==> src/rtl/rsa_host_pkg.sv <==
// Shared types and constants for the RSA host-side controller.
package rsa_host_pkg;

    typedef enum logic [1:0] {
        IDLE    = 2'd0,
        CLEAR   = 2'd1,
        RUN     = 2'd2,
        CAPTURE = 2'd3
    } host_state_t;

    localparam logic [1:0] ADDR_P     = 2'd0;
    localparam logic [1:0] ADDR_E     = 2'd1;
    localparam logic [1:0] ADDR_M     = 2'd2;
    localparam logic [1:0] ADDR_CONST = 2'd3;

endpackage

==> src/rtl/rsa_host_ctrl.sv <==
// Host-side sequencer for the RSA exponentiation core: operand registers plus one run per start.
// Optional run timeout is enabled with the RSA_HOST_TIMEOUT_EN macro.
module rsa_host_ctrl
    import rsa_host_pkg::*;
#(
    parameter int WIDTH          = 8,
    parameter int CLR_CYCLES     = 2,
    parameter int TIMEOUT_CYCLES = 1024
) (
    input  logic             clk,
    input  logic             rst,
    input  logic             wr_en,
    input  logic [1:0]       wr_addr,
    input  logic [WIDTH-1:0] wr_data,
    input  logic             start,
    output logic             busy,
    output logic             done,
    output logic             err,
    output logic [WIDTH-1:0] result,
    output logic             core_rstb,
    output logic             core_en,
    output logic [WIDTH-1:0] core_P,
    output logic [WIDTH-1:0] core_E,
    output logic [WIDTH-1:0] core_M,
    output logic [WIDTH-1:0] core_Const,
    input  logic [WIDTH-1:0] core_C,
    input  logic             core_eoc
);

    localparam int CNT_MAX = (CLR_CYCLES > TIMEOUT_CYCLES) ? CLR_CYCLES : TIMEOUT_CYCLES;
    localparam int CNT_W   = $clog2(CNT_MAX + 1);

    host_state_t      state;
    logic [CNT_W-1:0] cnt;
    logic [WIDTH-1:0] m_next;
    logic             write_ok;

    assign write_ok = wr_en && (state == IDLE);

    // A write landing on the same edge as start must be the modulus the check sees.
    always_comb begin
        m_next = core_M;
        if (write_ok && (wr_addr == ADDR_M)) begin
            m_next = wr_data;
        end
    end

    always_ff @(posedge clk or posedge rst) begin
        if (rst) begin
            core_P     <= '0;
            core_E     <= '0;
            core_M     <= '0;
            core_Const <= '0;
        end else if (write_ok) begin
            case (wr_addr)
                ADDR_P:     core_P     <= wr_data;
                ADDR_E:     core_E     <= wr_data;
                ADDR_M:     core_M     <= wr_data;
                ADDR_CONST: core_Const <= wr_data;
                default:    core_P     <= core_P;
            endcase
        end
    end

    always_ff @(posedge clk or posedge rst) begin
        if (rst) begin
            state     <= IDLE;
            cnt       <= '0;
            busy      <= 1'b0;
            done      <= 1'b0;
            err       <= 1'b0;
            result    <= '0;
            core_rstb <= 1'b0;
            core_en   <= 1'b0;
        end else begin
            case (state)
                IDLE: begin
                    core_rstb <= 1'b0;
                    core_en   <= 1'b0;
                    if (start) begin
                        done <= 1'b0;
                        if (!m_next[0]) begin
                            err <= 1'b1;
                        end else begin
                            err   <= 1'b0;
                            busy  <= 1'b1;
                            cnt   <= CNT_W'(CLR_CYCLES);
                            state <= CLEAR;
                        end
                    end
                end

                CLEAR: begin
                    if (cnt == '0) begin
                        core_rstb <= 1'b1;
                        core_en   <= 1'b1;
                        state     <= RUN;
                    end else begin
                        cnt <= cnt - 1'b1;
                    end
                end

                // cnt==0 marks the first RUN cycle, where a leftover eoc level is ignored.
                RUN: begin
                    if ((cnt != '0) && core_eoc) begin
                        state <= CAPTURE;
`ifdef RSA_HOST_TIMEOUT_EN
                    end else if (cnt == CNT_W'(TIMEOUT_CYCLES - 1)) begin
                        err       <= 1'b1;
                        busy      <= 1'b0;
                        core_en   <= 1'b0;
                        core_rstb <= 1'b0;
                        state     <= IDLE;
                    end else begin
                        cnt <= cnt + 1'b1;
                    end
`else
                    end else begin
                        cnt <= CNT_W'(1);
                    end
`endif
                end

                CAPTURE: begin
                    result    <= core_C;
                    done      <= 1'b1;
                    busy      <= 1'b0;
                    core_en   <= 1'b0;
                    core_rstb <= 1'b0;
                    state     <= IDLE;
                end

                default: begin
                    state <= IDLE;
                end
            endcase
        end
    end

endmodule

==> config.mk <==
export PLATFORM = sky130hd
export DESIGN_NAME = rsa_host_ctrl
export DESIGN_NICKNAME = d
export VERILOG_FILES = /design/src/rtl/rsa_host_pkg.sv /design/src/rtl/rsa_host_ctrl.sv
export SDC_FILE = /design/constraint.sdc
export NUM_CORES = 1
export LEC_CHECK = 0
export BUFFER_PORTS_ARGS = -buffer_cell sky130_fd_sc_hd__clkbuf_2
export CORE_ASPECT_RATIO = 0.9
export CORE_MARGIN = 4
export CORE_UTILIZATION = 52
export DETAILED_ROUTE_END_ITERATION = 8
export GPL_TIMING_DRIVEN = 0
export PLACE_DENSITY = 0.79
export SYNTH_ARGS = -nofsm -noshare
export SYNTH_HDL_FRONTEND = slang
export SYNTH_SLANG_ARGS = --single-unit
==> constraint.sdc <==
create_clock -name clk -period 2.8 [get_ports clk]
set_input_delay 0.28 -clock clk [delete_from_list [all_inputs] [get_ports clk]]
set_output_delay 0.28 -clock clk [all_outputs]
set_load 0.005 [all_outputs]
Word level (Yosys, flattened, before mapping) --
Cells that the tools add are included.
Cells by class: add/sub/neg operators 1, eq/ne operators 12, mux-type cells 19, reduce and logical (&&, ||, !) cells 21
Operator list (number):
- two-way mux 11 bit | 4
- one-hot mux 11 bit (3 select lines) | 1
- AND reduction 2 bit | 7
- inequality test 2 bit, second input constant | 6
- logical NOT 11 bit | 1
- nonzero test 11 bit | 1
- subtractor 11 x 1 -> 11 bit, second input constant | 1
- equality test 2 bit, second input constant | 4
- two-way mux 2 bit | 4
- one-hot mux 2 bit (4 select lines) | 1
- two-way mux 1 bit | 6
- one-hot mux 1 bit (2 select lines) | 3
- AND reduction 5 bit | 1
- equality test 2 x 1 -> 1 bit, second input constant | 2
- logical NOT 2 bit | 2
- AND reduction 4 bit | 1
- nonzero test 2 bit | 2
- logical AND 1 bit | 3
- AND reduction 3 bit | 1
- nonzero test 3 bit | 1
- OR reduction 2 bit | 1
Word-level totals: register bits 57, input port bits 23, output and inout bits 45

Depth between registers and ports, before layout --
word-level depth 7, depth in mapped cells 9

Worst setup path before layout --
Ideal clock, no wire load.
path type reg-to-reg, from reg state[0], to reg cnt[2], setup time 126 ps, arrival 2311 ps, required time 2674 ps, setup slack 363 ps, cell stages (with the launch flop) 10, clock period less this slack 2437 ps, path through dfrtp_1 -> inv_1 -> ha_1 -> clkbuf_1 -> nand4b_1 -> mux2i_1 -> o221ai_1 -> a21o_1 -> buf_2 -> a221o_1
Between the ends: word-level cells in the longest chain between the ends 6, elaborated cells between the ends (all ways) 13
RTL lines:
- start, declared | line rsa_host_ctrl.sv:33 | host_state_t state;
- start signal, assigned | line rsa_host_ctrl.sv:67 | state <= IDLE;
- start signal, assigned | line rsa_host_ctrl.sv:88 | state <= CLEAR;
- start signal, assigned | line rsa_host_ctrl.sv:97 | state <= RUN;
- logical NOT 2 bit | line rsa_host_ctrl.sv:38, rsa_host_ctrl.sv:76
- logical AND 1 bit | line rsa_host_ctrl.sv:38 | assign write_ok = wr_en && (state == IDLE);
- logical AND 1 bit | line rsa_host_ctrl.sv:43 | if (write_ok && (wr_addr == ADDR_M)) begin
- two-way mux 1 bit | line rsa_host_ctrl.sv:43
- inequality test 2 bit (no source line)
- AND reduction 5 bit (no source line)
- end signal, assigned | line rsa_host_ctrl.sv:87 | cnt <= CNT_W'(CLR_CYCLES);
- end signal, assigned | line rsa_host_ctrl.sv:99 | cnt <= cnt - 1'b1;
- end, declared | line rsa_host_ctrl.sv:34 | logic [CNT_W-1:0] cnt;
Parallel ways exist; a longest one is shown, timed or not. A chain may end at the register's enable or synchronous reset.

Worst setup path after layout --
from reg cnt[0], to reg cnt[2]
Between the ends: word-level cells in the longest chain between the ends 4, elaborated cells between the ends (all ways) 9
RTL lines:
- parallel branches: the longest is 4 deep, another holds subtractor 11 x 1 -> 11 bit
Several ways; the timed one is not identified. The select of a mux whose other input is x is not followed.

==> results by group <==
Yosys
  – Complex-gate fraction of the synthesized area: a little under 9%
  – Mean Syn Cell Area: 13.2 um^2
  – Main area contributors after synthesis: dfrtp_1 (57%), mux2_2 (18%), ha_1 (3.0%), mux2i_1 (1.6%), o21ai_0 (1.2%)
  – Seq/Total Area, Yosys: 56.7%
  – Post-synthesis register bit count: 57
  – Largest family of logic cells by synthesized area: multiplexers
  – Post-Synthesis Cell Area: 2510 um^2
  – Post-synth EDFFs: 0
  – Yosys Warn Count: 0
  – Mux contribution to synthesized area: 20.0%
  – Synth cell types: 45
  – Leading area contributor after synthesis: dfrtp_1
  – Syn Nets: 220
  – Post-Synth Adder-Cell Area: under 10%
  – Top FF cell, synth: dfrtp_1
  – Post-synth top area share: 56.7%
  – Simple logic cell fraction of the synthesized area: under 10%
  – Cells after Synth: roughly 190
  – Fraction of registers with async set/reset: 100%
  – Xor-xnor portion of the synthesized cell area: 0%

Floorplan
  – Die X-Extent: a little over 80 um
  – Core Region: 4580 um^2
  – Die Ht: approximately 74 um
  – Io pins: 68
  – DIE AREA: 6010 um^2
  – Std cell rows: 23
  – Initial Utilization: 54.9%

Pwr
  – Worst vdd ir: 0.687 mV
  – Leakage: about 1.6 nW
  – Power density cells: 1220 nW/um^2

GRT
  – First-pass GRT wire length: 9.05 mm
  – Vias in the first global route: 1917
  – GRT Total Usage: 20.2%
  – Total grt overflow: 0
  – Largest net degree at the start of global routing: 42
  – Initial antenna violation count: 0

Routing
  – Routed Antenna Nets: 0
  – Pre-antenna DRT Iters: 4
  – Via density: around 5.3
  – WL final: 5.39 mm
  – Drt drc: 0
  – WL per Instance: 15.9 um
  – Initial DRC Count: 56
  – Vias post-DR: 1812

Run
  – Max-cap violation count: 0

Clock network
  – Clock Sinks: between 50 and 60
  – CTS Root Cell: clkbuf_8
  – Total CTS buffers: 9
  – CTS clk-pin slew, worst paths: 70 ps
  – Clock buffer depth: 2
  – H-tree Lvls: 3
  – CTS tree: yes
  – Clock latency on the worst-skew pair: roughly 330 ps

STA
  – Setup Skew: slightly below 7 ps
  – Setup TNS: 0 ps
  – RSZ-0062 raised after global routing: false
  – Slew of the pin with the lowest slew margin: 1220 ps
  – Worst hold margin: 183 ps
  – Achievable Freq: about 380 MHz
  – Min Tclk post-route: 2650 ps
  – Slew headroom: 17.7%
  – # setup viols final: 0
  – Max-slew violations: 0
  – Setup ws final: 154 ps
  – Final hold viol count: 0
  – Crit share post-route: 94.5%

Cells and area
  – Fillers: between 300 and 400
  – Synth-to-Final Area Change: 27.2%
  – Fin nets: 301
  – Layout cell share with drive strength beyond 1: 49.1%
  – Antenna Cells: 0

Worst setup path
  – Setup crit end kind: flop
  – CP Launch Type: flop
  – Critical path required time: 3020 ps
  – Crit-path slowest cell: dfrtp_1
  – CP peak stage delay: slightly above 400 ps
  – Worst Path Arrival: 2860 ps
  – Crit-path cells: inv_1, ha_1, or3b_1, buf_6, nor4_2, o221ai_1, a21o_1, buf_2, a221o_1
  – Crit path kind: flop to flop
  – Critical path peak fanout: 9

Status
  – Status: finished, final reports clean

Worst hold path
  – Hold crit path type: input pin to flop

Placement
  – Placer Congestion: ~0.75
  – Port Buffers: 67
  – Hpwl dp: 3.95 mm
  – Dpl ws: -224 ps
==> final cells by class <==
cell class | instances | area (um^2) | share of cell area [%]
Buffer | 6 | 35.0 | 1.10
Clock buffer | 11 | 151 | 4.74
Clock inverter | 5 | 77.6 | 2.43
Inverter | 8 | 30.0 | 0.939
Multi-Input combinational cell | 120 | 1030 | 32.1
Sequential cell | 57 | 1430 | 44.6
Tap cell | 62 | 77.6 | 2.43
Timing Repair Buffer | 70 | 373 | 11.7
==> stage by stage <==
stage / total power, W / std cells / cell area, um^2 / utilization, %
CTS: 0.00394 / 339 / 3190 / 69.8
finish: 0.00391 / 339 / 3200 / 69.9
detailed placement: 0.00306 / 321 / 2950 / 64.4
floorplan: 0.00244 / 191 / 2510 / -
global placement: 0.00296 / 320 / 2930 / 64.0
global route: 0.00419 / 339 / 3200 / 69.9
==> synthesized netlist by cell type, types with 3 or more instances <==
cell      instances
a21o_1            4
a21oi_1           4
clkbuf_1          3
dfrtp_1          57
ha_1              6
inv_1             8
mux2_2           41
mux2i_1           4
nand2_1           8
nor2_1            5
nor3_1            5
o21ai_0           6
==> cell families (layout without fill, tap and decap cells) <==
logic type               count (synthesis)  count (layout)
flip-flops                              57              57
AO/OA/AOI/OAI                           31              31
AND/OR/NAND/NOR                         38              38
adder cells (fa/ha/maj)                  6               6
multiplexers                            45              45
buffers and inverters                   14             100
==> what timing repair did <==
item	in CTS	in global routing
endpoints found under the hold margin	16	0
setup buffers	1	0
setup endpoints to repair	9	1
pin swaps	1	0
hold buffers	1	0
gates resized for setup	0	1
==> routing by layer <==
| metal | part of all wire, % | up-vias | GRT usage (%) |
|---|---|---|---|
| met5 | 0 | - | 0 |
| met4 | 0.89 | 0 | 5.63 |
| li1 | - | 869 | - |
| met3 | 5.1 | 6 | 8.47 |
| met1 | 44 | 894 | 25.6 |
| met2 | 50 | 43 | 32.2 |
==> critical path, delay by kind of cell (launching register included) <==
family,cells,cell delay (ps)
AOI/OAI and AO/OA,3,800
and+or+nand+nor,2,720
buffers and inverters,3,420
DFF,1,410
adders and majority gates,1,190
==> layout by cell type (no fill, tap or decap), types with 2 or more instances in the layout <==
master	instances
clkbuf_2	67
dfrtp_1	57
mux2_2	41
clkbuf_8	11
nand2_1	8
inv_1	7
o21ai_0	6
ha_1	6
nor2_1	5
nor3_1	5
a21oi_1	4
a21o_1	4
clkbuf_1	3
mux2i_1	3
or3_1	2
o2bb2ai_1	2
nor2b_1	2
and3_1	2
o211ai_1	2
o31ai_1	2
a211o_1	2
buf_4	2
clkinv_2	2
bufinv_16	2
==> registers in the layout, summed over array words and instances (netlist names), 2 cells and up <==
name        flops
core_Const      8
core_E          8
state           2
core_M          8
cnt            11
result          8
core_P          8
==> path summary, 6_finish.rpt <==
path / start / end / slack [ps] / cells after the start
worst max-delay path: cnt[0] / cnt[2] / 150 / 9
worst min-delay path: core_C[2] / result[2] / 180 / 2
worst max register to register: cnt[0] / cnt[2] / 150 / 9
worst min register to register: err / err / 510 / 2
max in group asynchronous: rst / busy / 1790 / 4
min in group asynchronous: rst / core_E[4] / 460 / 3
==> power breakdown <==
part           total [W]  switching (W)  internal, W
clock network   0.000870       0.000324     0.000546
logic            0.00158       0.000768     0.000814
registers        0.00146       0.000245      0.00121
total            0.00391        0.00134      0.00257
No activity file was read; power rests on OpenSTA's default activity.
